**config.mk**
```make
export PLATFORM = sky130hd
export DESIGN_NAME = beacon_update_rx
export DESIGN_NICKNAME = d
export VERILOG_FILES = /design/src/rtl/beacon_update_rx_pkg.sv /design/src/rtl/beacon_pipe_dly.sv /design/src/rtl/beacon_update_rx.sv
export SDC_FILE = /design/constraint.sdc
export NUM_CORES = 1
export LEC_CHECK = 0
export ABC_AREA = 1
export CORE_MARGIN = 2
export CORE_UTILIZATION = 35
export DETAILED_ROUTE_END_ITERATION = 6
export DONT_BUFFER_PORTS = 1
export PLACE_DENSITY = 0.62
export SETUP_SLACK_MARGIN = 0.1
export SLEW_MARGIN = 20
export SYNTH_ARGS = -nofsm -noshare
export SYNTH_HDL_FRONTEND = slang
export SYNTH_SLANG_ARGS = --single-unit
export TNS_END_PERCENT = 50
```
**constraint.sdc**
```tcl
create_clock -name clk -period 1.7 [get_ports clk]
set_input_delay 0.34 -clock clk [delete_from_list [all_inputs] [get_ports clk]]
set_output_delay 0.34 -clock clk [all_outputs]
set_load 0.005 [all_outputs]
```
**src/rtl/beacon_update_rx_pkg.sv**
```systemverilog
// Shared definitions for the beacon update receiver: word header codes,
// field positions inside a 134-bit stream word, word indices and FSM states.
package beacon_update_rx_pkg;

    localparam int DATA_W = 134;

    localparam int HDR_MSB = 133;
    localparam int HDR_LSB = 132;
    localparam logic [1:0] HDR_FIRST = 2'b01;
    localparam logic [1:0] HDR_MID   = 2'b11;
    localparam logic [1:0] HDR_LAST  = 2'b10;

    localparam int MAC_MSB = 127;
    localparam int MAC_LSB = 80;
    localparam int DIR_BIT = 79;
    localparam int TB_MSB  = 63;
    localparam int TB_LSB  = 32;
    localparam int ETH_MSB = 31;
    localparam int ETH_LSB = 16;
    localparam int MSG_MSB = 11;
    localparam int MSG_LSB = 8;

    localparam logic [3:0] IDX_CLASS = 4'd2;
    localparam logic [3:0] IDX_CFG   = 4'd6;
    localparam logic [3:0] IDX_MAX   = 4'd15;

    typedef enum logic [1:0] {
        IDLE = 2'd0,
        HDR  = 2'd1,
        PASS = 2'd2,
        UPD  = 2'd3
    } state_t;

    function automatic logic [3:0] idx_next(input logic [3:0] idx);
        return (idx == IDX_MAX) ? idx : idx + 4'd1;
    endfunction

endpackage

```
**src/rtl/beacon_pipe_dly.sv**
```systemverilog
// Fixed 3-cycle delay line for the word stream; no backpressure. Words tagged as part of the
// current packet can be retro-killed (strobes cleared) while still inside the line.
module beacon_pipe_dly
    import beacon_update_rx_pkg::*;
(
    input  logic              clk,
    input  logic              rst,
    input  logic              wr_i,
    input  logic [DATA_W-1:0] data_i,
    input  logic              valid_i,
    input  logic              valid_wr_i,
    input  logic              tag_i,
    input  logic              clr_tag_i,
    input  logic              kill_i,
    output logic              wr_o,
    output logic [DATA_W-1:0] data_o,
    output logic              valid_o,
    output logic              valid_wr_o
);

    logic [2:0]        wr_q;
    logic [2:0]        vld_q;
    logic [2:0]        vwr_q;
    logic [1:0]        tag_q;
    logic [1:0]        hit;
    logic [DATA_W-1:0] dat_q [3];

    assign hit = {2{kill_i}} & tag_q;

    always_ff @(posedge clk) begin
        if (rst) begin
            wr_q  <= '0;
            vld_q <= '0;
            vwr_q <= '0;
            tag_q <= '0;
            for (int i = 0; i < 3; i++) begin
                dat_q[i] <= '0;
            end
        end else begin
            wr_q     <= {wr_q[1] & ~hit[1], wr_q[0] & ~hit[0], wr_i};
            vwr_q    <= {vwr_q[1] & ~hit[1], vwr_q[0] & ~hit[0], valid_wr_i};
            vld_q    <= {vld_q[1:0], valid_i};
            // A new packet start means older in-flight words no longer belong to it.
            tag_q    <= {tag_q[0] & ~clr_tag_i, tag_i};
            dat_q[0] <= data_i;
            dat_q[1] <= dat_q[0];
            dat_q[2] <= dat_q[1];
        end
    end

    assign wr_o       = wr_q[2];
    assign data_o     = dat_q[2];
    assign valid_o    = vld_q[2];
    assign valid_wr_o = vwr_q[2];

endmodule

```
**src/rtl/beacon_update_rx.sv**
```systemverilog
// Beacon update receiver: consumes update frames addressed to this node and commits their config;
// other traffic is forwarded with 3-cycle latency, no backpressure. Optional counters: BEACON_UPDATE_CNT_EN.
module beacon_update_rx
    import beacon_update_rx_pkg::*;
#(
    parameter logic [15:0] ETH_TYPE   = 16'h88F7,
    parameter logic [3:0]  UPD_TYPE   = 4'hD,
    parameter logic [31:0] TB_DEFAULT = 32'h0
) (
    input  logic         clk,
    input  logic         rst,
    input  logic         in_data_wr,
    input  logic [133:0] in_data,
    input  logic         in_data_valid,
    input  logic         in_data_valid_wr,
    output logic         out_data_wr,
    output logic [133:0] out_data,
    output logic         out_data_valid,
    output logic         out_data_valid_wr,
    input  logic [47:0]  in_local_mac_id,
    output logic         direction,
    output logic [31:0]  token_bucket_para,
    output logic [47:0]  direct_mac_addr,
    output logic         beacon_update_master
`ifdef BEACON_UPDATE_CNT_EN
    ,
    output logic [31:0]  upd_accept_cnt,
    output logic [31:0]  upd_error_cnt
`endif
);

    state_t      state_q, state_d;
    logic [3:0]  idx_q, idx_d, cur_idx;
    logic [1:0]  hdr;
    logic        is_first, is_last, is_match;
    logic        pkt_upd, tag, clr_tag, kill, latch_cfg, commit, upd_err;

    logic [47:0] shd_mac_q;
    logic        shd_dir_q;
    logic [31:0] shd_tb_q;
    logic [47:0] mac_q;
    logic        dir_q;
    logic [31:0] tb_q;
    logic        master_q;
    logic [47:0] cmt_mac;
    logic        cmt_dir;
    logic [31:0] cmt_tb;

    assign hdr      = in_data[HDR_MSB:HDR_LSB];
    assign is_first = in_data_wr && (hdr == HDR_FIRST);
    assign is_last  = in_data_wr && (hdr == HDR_LAST);
    assign is_match = (in_data[MAC_MSB:MAC_LSB] == in_local_mac_id) &&
                      (in_data[ETH_MSB:ETH_LSB] == ETH_TYPE) &&
                      (in_data[MSG_MSB:MSG_LSB] == UPD_TYPE);
    assign cur_idx  = is_first ? 4'd0 : idx_next(idx_q);
    assign idx_d    = in_data_wr ? cur_idx : idx_q;

    // A last word at index 6 commits straight from the bus, before the shadow could capture it.
    assign cmt_mac = (cur_idx == IDX_CFG) ? in_data[MAC_MSB:MAC_LSB] : shd_mac_q;
    assign cmt_dir = (cur_idx == IDX_CFG) ? in_data[DIR_BIT]         : shd_dir_q;
    assign cmt_tb  = (cur_idx == IDX_CFG) ? in_data[TB_MSB:TB_LSB]   : shd_tb_q;

    always_comb begin
        state_d   = state_q;
        tag       = 1'b0;
        clr_tag   = 1'b0;
        kill      = 1'b0;
        latch_cfg = 1'b0;
        commit    = 1'b0;
        upd_err   = 1'b0;
        pkt_upd   = 1'b0;
        case (state_q)
            IDLE: begin
                if (is_first) begin
                    state_d = HDR;
                    clr_tag = 1'b1;
                    tag     = 1'b1;
                end
            end
            HDR: begin
                if (is_first) begin
                    clr_tag = 1'b1;
                    tag     = 1'b1;
                end else if (in_data_wr) begin
                    tag = 1'b1;
                    if (cur_idx == IDX_CLASS) begin
                        if (is_match) begin
                            // Recall words 0 and 1 that are still in the delay line.
                            pkt_upd = 1'b1;
                            kill    = 1'b1;
                            upd_err = is_last;
                            state_d = is_last ? IDLE : UPD;
                        end else begin
                            state_d = is_last ? IDLE : PASS;
                        end
                    end else if (is_last) begin
                        state_d = IDLE;
                    end
                end
            end
            PASS: begin
                if (is_first) begin
                    state_d = HDR;
                    clr_tag = 1'b1;
                    tag     = 1'b1;
                end else if (is_last) begin
                    state_d = IDLE;
                end
            end
            UPD: begin
                if (is_first) begin
                    state_d = HDR;
                    clr_tag = 1'b1;
                    tag     = 1'b1;
                    upd_err = 1'b1;
                end else begin
                    pkt_upd   = 1'b1;
                    latch_cfg = in_data_wr && (cur_idx == IDX_CFG);
                    if (is_last) begin
                        state_d = IDLE;
                        if ((cur_idx >= IDX_CFG) && in_data_valid && in_data_valid_wr) begin
                            commit = 1'b1;
                        end else begin
                            upd_err = 1'b1;
                        end
                    end
                end
            end
            default: state_d = IDLE;
        endcase
    end

    always_ff @(posedge clk) begin
        if (rst) begin
            state_q   <= IDLE;
            idx_q     <= '0;
            shd_mac_q <= '0;
            shd_dir_q <= 1'b0;
            shd_tb_q  <= '0;
            mac_q     <= '0;
            dir_q     <= 1'b0;
            tb_q      <= TB_DEFAULT;
            master_q  <= 1'b0;
        end else begin
            state_q <= state_d;
            idx_q   <= idx_d;
            if (is_first) begin
                shd_mac_q <= '0;
                shd_dir_q <= 1'b0;
                shd_tb_q  <= '0;
            end else if (latch_cfg) begin
                shd_mac_q <= in_data[MAC_MSB:MAC_LSB];
                shd_dir_q <= in_data[DIR_BIT];
                shd_tb_q  <= in_data[TB_MSB:TB_LSB];
            end
            if (commit) begin
                mac_q    <= cmt_mac;
                dir_q    <= cmt_dir;
                tb_q     <= cmt_tb;
                master_q <= ~master_q;
            end
        end
    end

    beacon_pipe_dly u_dly (
        .clk        (clk),
        .rst        (rst),
        .wr_i       (in_data_wr & ~pkt_upd),
        .data_i     (in_data),
        .valid_i    (in_data_valid),
        .valid_wr_i (in_data_valid_wr & ~pkt_upd),
        .tag_i      (tag),
        .clr_tag_i  (clr_tag),
        .kill_i     (kill),
        .wr_o       (out_data_wr),
        .data_o     (out_data),
        .valid_o    (out_data_valid),
        .valid_wr_o (out_data_valid_wr)
    );

    assign direct_mac_addr      = mac_q;
    assign direction            = dir_q;
    assign token_bucket_para    = tb_q;
    assign beacon_update_master = master_q;

`ifdef BEACON_UPDATE_CNT_EN
    logic [31:0] acc_cnt_q;
    logic [31:0] err_cnt_q;

    always_ff @(posedge clk) begin
        if (rst) begin
            acc_cnt_q <= '0;
            err_cnt_q <= '0;
        end else begin
            if (commit) begin
                acc_cnt_q <= acc_cnt_q + 32'd1;
            end
            if (upd_err) begin
                err_cnt_q <= err_cnt_q + 32'd1;
            end
        end
    end

    assign upd_accept_cnt = acc_cnt_q;
    assign upd_error_cnt  = err_cnt_q;
`endif

endmodule

```
==> impl_metrics.yaml <==
status:
  status: "finished, violations left"
  violations: "negative hold slack, negative setup slack"
drt:
  wl_mm: 67.5
  antenna_left: 0
  drtIter0Drc: 1047
  num_vias: 17495
  wl_per_cell_um: 17.0
  drc: 0
  dr.pass1.iters: 5
  avgViaCountPerCell: 4.41
worst_setup_path:
  arrival_ps: 2610
  cp_slowest_cell: "dfxtp_4"
  regToRegEndpoint: "token_bucket_para[9]"
  setup.worst_path.class: "reg -> reg"
  path_delay_family: "simple AND/OR/NAND/NOR gates"
  path_buf_inv: 5
  worst-path-max-fanout: 6
  path_depth: 15
  crit_path_max_incr_delay_ps: 360
  rr_worst_depth: 15
  reg2reg_from: "idx_q[0]"
  endpoint: "token_bucket_para[9]"
  critPathCaptureType: "flip-flop"
  cp-start-kind: "flip-flop"
  startpoint: "idx_q[0]"
  worstPathRequired_ps: 2260
  regToRegSetupSlack_ps: -350
  path_cells: "ha_4 -> nand3_4 -> nand2_2 -> nand2_2 -> nor2_4 -> buf_6 -> inv_4 -> o21ai_4 -> nand2_8 -> clkinv_8 -> clkbuf_16 -> nor2_1 -> nor2_1 -> nand2_1 -> inv_1"
timing:
  whs_ps: -65.9
  grt_setup_unrepaired: "yes"
  tightest_slew_ps: 716
  fin_crit_ps: 2050
  finalSetupViolCount: 171
  slew_violations: 0
  final-hold-violation-count: 11
  maxSlewHeadroom_pct: 52.2
  fin_ws_ps: -352
  min_period_over_period_pct: 121
  fin_skew_ps: 27.2
  fmax_mhz: 487
  fin_tns_setup_ps: -47020
die:
  dieWidth_um: 249
  core_sq_um: 59100
  start_util_pct: 35.5
  dieArea_sq_um: 61900
  rows: 89
  io_pins: 406
  fp.dieH_um: 249
clock_tree:
  cts_buffers: 61
  clockRootBuffer: "clkbuf_16"
  cts.clk_slew.worst_paths_ps: 60
  tritoncts: "yes"
  clockBufferDepth: 3
  worstSkewPairLatency_ps: 640
  holdBufCountCts: 538
  htreeDepth: 2
  cts.sinks: 582
synthesis:
  yosysUniqueCellTypes: 28
  synth_area_sq_um: 21000
  synth-simple-area-share_pct: 21.0
  synth_top_cell_by_area: "dfxtp_1"
  synth_compound_area_share_pct: 5.73
  synth_edf_count: 0
  synthCells: 2697
  synth.area.top_cells: "dfxtp_1, nor2_1, inv_1"
  synth_adder_area_share_pct: 0.0596
  ys.flop_type: "dfxtp_1"
  synthMuxAreaShare_pct: 0
  synth-seq-cells: 582
  synth-warning-count: 0
  syn_avg_cell_area_sq_um: 7.78
  synth_top_family_by_area: "simple AND/OR/NAND/NOR gates"
  async_reset_ff_share_pct: 0
  synth_top_area_share_pct: 55.5
  syn_nets: 2885
  yosysSeqAreaShare_pct: 55.5
  synth-xor-area-share_pct: 0.334
job:
  drv_cap: 0
global_routing:
  grt_pass1_wl_mm: 95.8
  grt_pass1_vias: 16860
  grt_use_total_pct: 19.7
  grt_max_degree: 490
  grt_overflow_total: 0
  antenna_found_initial: 5
final_layout:
  area_growth_pct: 41.6
  nNetsFinal: 3328
  drive_above_1_share_pct: 8.72
  final_common_cell: "nor2_1"
  fin_area_sq_um: 29700
  final_cell_mix: "nor2_1, dfxtp_1, dlygate4sd3_1, inv_1, nand2_1"
placed_design:
  port_buffers: 0
  pre_cts_slack_ps: -351
  gp_congestion: 0.879
  hpwl_mm: 37.1
  placed_cell_area_sq_um: 21000
worst_hold_path:
  min_from: "rst"
  worstHoldPathType: "in -> reg"
pwr:
  p_per_area_nw_per_um2: 1030
  vdd_drop_max_uv: 934
  power_leakage_nw: 13.9
## worst min path at each step
stage / end / cells past startpoint
6_report: direct_mac_addr[37] / 3
5_1_grt: state_q[0] / 1
4_1_cts: state_q[0] / 1
3_5_place_dp: u_dly.dat_q[0][199] / 2
3_3_place_gp: u_dly.dat_q[0][201] / 2
2_1_floorplan: u_dly.dat_q[0][134] / 2
## stage by stage
stage	util, %	power (mW)	cells
after floorplan	-	15.3	2697
after global placement	35.6	15.3	3273
after detailed placement	35.6	15.3	3273
after CTS	48.9	30.8	3933
after global routing	50.3	31.7	3965
final	50.3	30.6	3965
## cell usage after synthesis, types with 2 or more instances
| cell type | n |
|---|---|
| nor2_1 | 617 |
| dfxtp_1 | 582 |
| inv_1 | 533 |
| nand2_1 | 404 |
| buf_4 | 159 |
| nand3_1 | 93 |
| a21oi_1 | 88 |
| clkbuf_1 | 79 |
| o211ai_1 | 61 |
| o211ai_2 | 20 |
| buf_2 | 16 |
| xor2_1 | 7 |
| inv_2 | 5 |
| nor3_1 | 5 |
| o21ai_0 | 5 |
| buf_6 | 4 |
| nand4_1 | 4 |
| o21ai_1 | 3 |
| nand3_2 | 2 |
| nor2_2 | 2 |
## registers in the layout (all words and copies together) (netlist names), 2 cells and up
name	count
shd_mac_q	48
shd_tb_q	32
u_dly.tag_q	2
u_dly.wr_q	3
token_bucket_para	32
direct_mac_addr	48
idx_q	4
u_dly.vld_q	3
u_dly.vwr_q	3
state_q	2
u_dly.dat_q	402
## what timing repair did
item	in CTS	in global routing
hold endpoints to repair	574	67
gates resized for setup	22	77
buffers inserted	7	1
pin swaps	29	17
setup endpoints to repair	171	171
gates cloned	4	27
## metal layers
metal,vias to the layer above,global-route usage [%],part of all wire [%]
met5,-,0,0.010
li1,8672,-,-
met1,8084,23.6,41
met3,195,5.21,6.8
met4,2,9.89,4.9
met2,542,32.8,47
## area by class of cell
type | instances | area (sq um)
clock inverters | 37 | 577
repair inverters | 3 | 48.8
inverters | 538 | 2040
well taps | 773 | 967
flip-flops and latches | 582 | 11700
fillers | 5284 | 29400
diodes | 4 | 10.0
clock buffers | 74 | 1650
repair buffers | 635 | 6820
multi-input cells | 1319 | 5950
## cell families after synthesis
group           Yosys count
compound gates          179
xor+xnor                  8
fa+ha+maj                 1
buf+inv                 796
flops                   582
simple gates           1131
## worst reg2reg max path, cell delays in order, from the launching register on
cell,delay (ps)
dfxtp_4,360
ha_4,160
nand3_4,110
nand2_2,90
nand2_2,60
nor2_4,120
buf_6,110
inv_4,30
o21ai_4,180
nand2_8,160
clkinv_8,170
clkbuf_16,180
nor2_1,50
nor2_1,80
nand2_1,70
inv_1,60
## where the power goes
part           internal, mW  total [mW]  switching [mW]
registers              14.0        14.2           0.171
logic                 0.996        1.77           0.773
clock network          8.77        14.7            5.89
total                  23.8        30.6            6.84
Power figures use the tool's default switching activity.
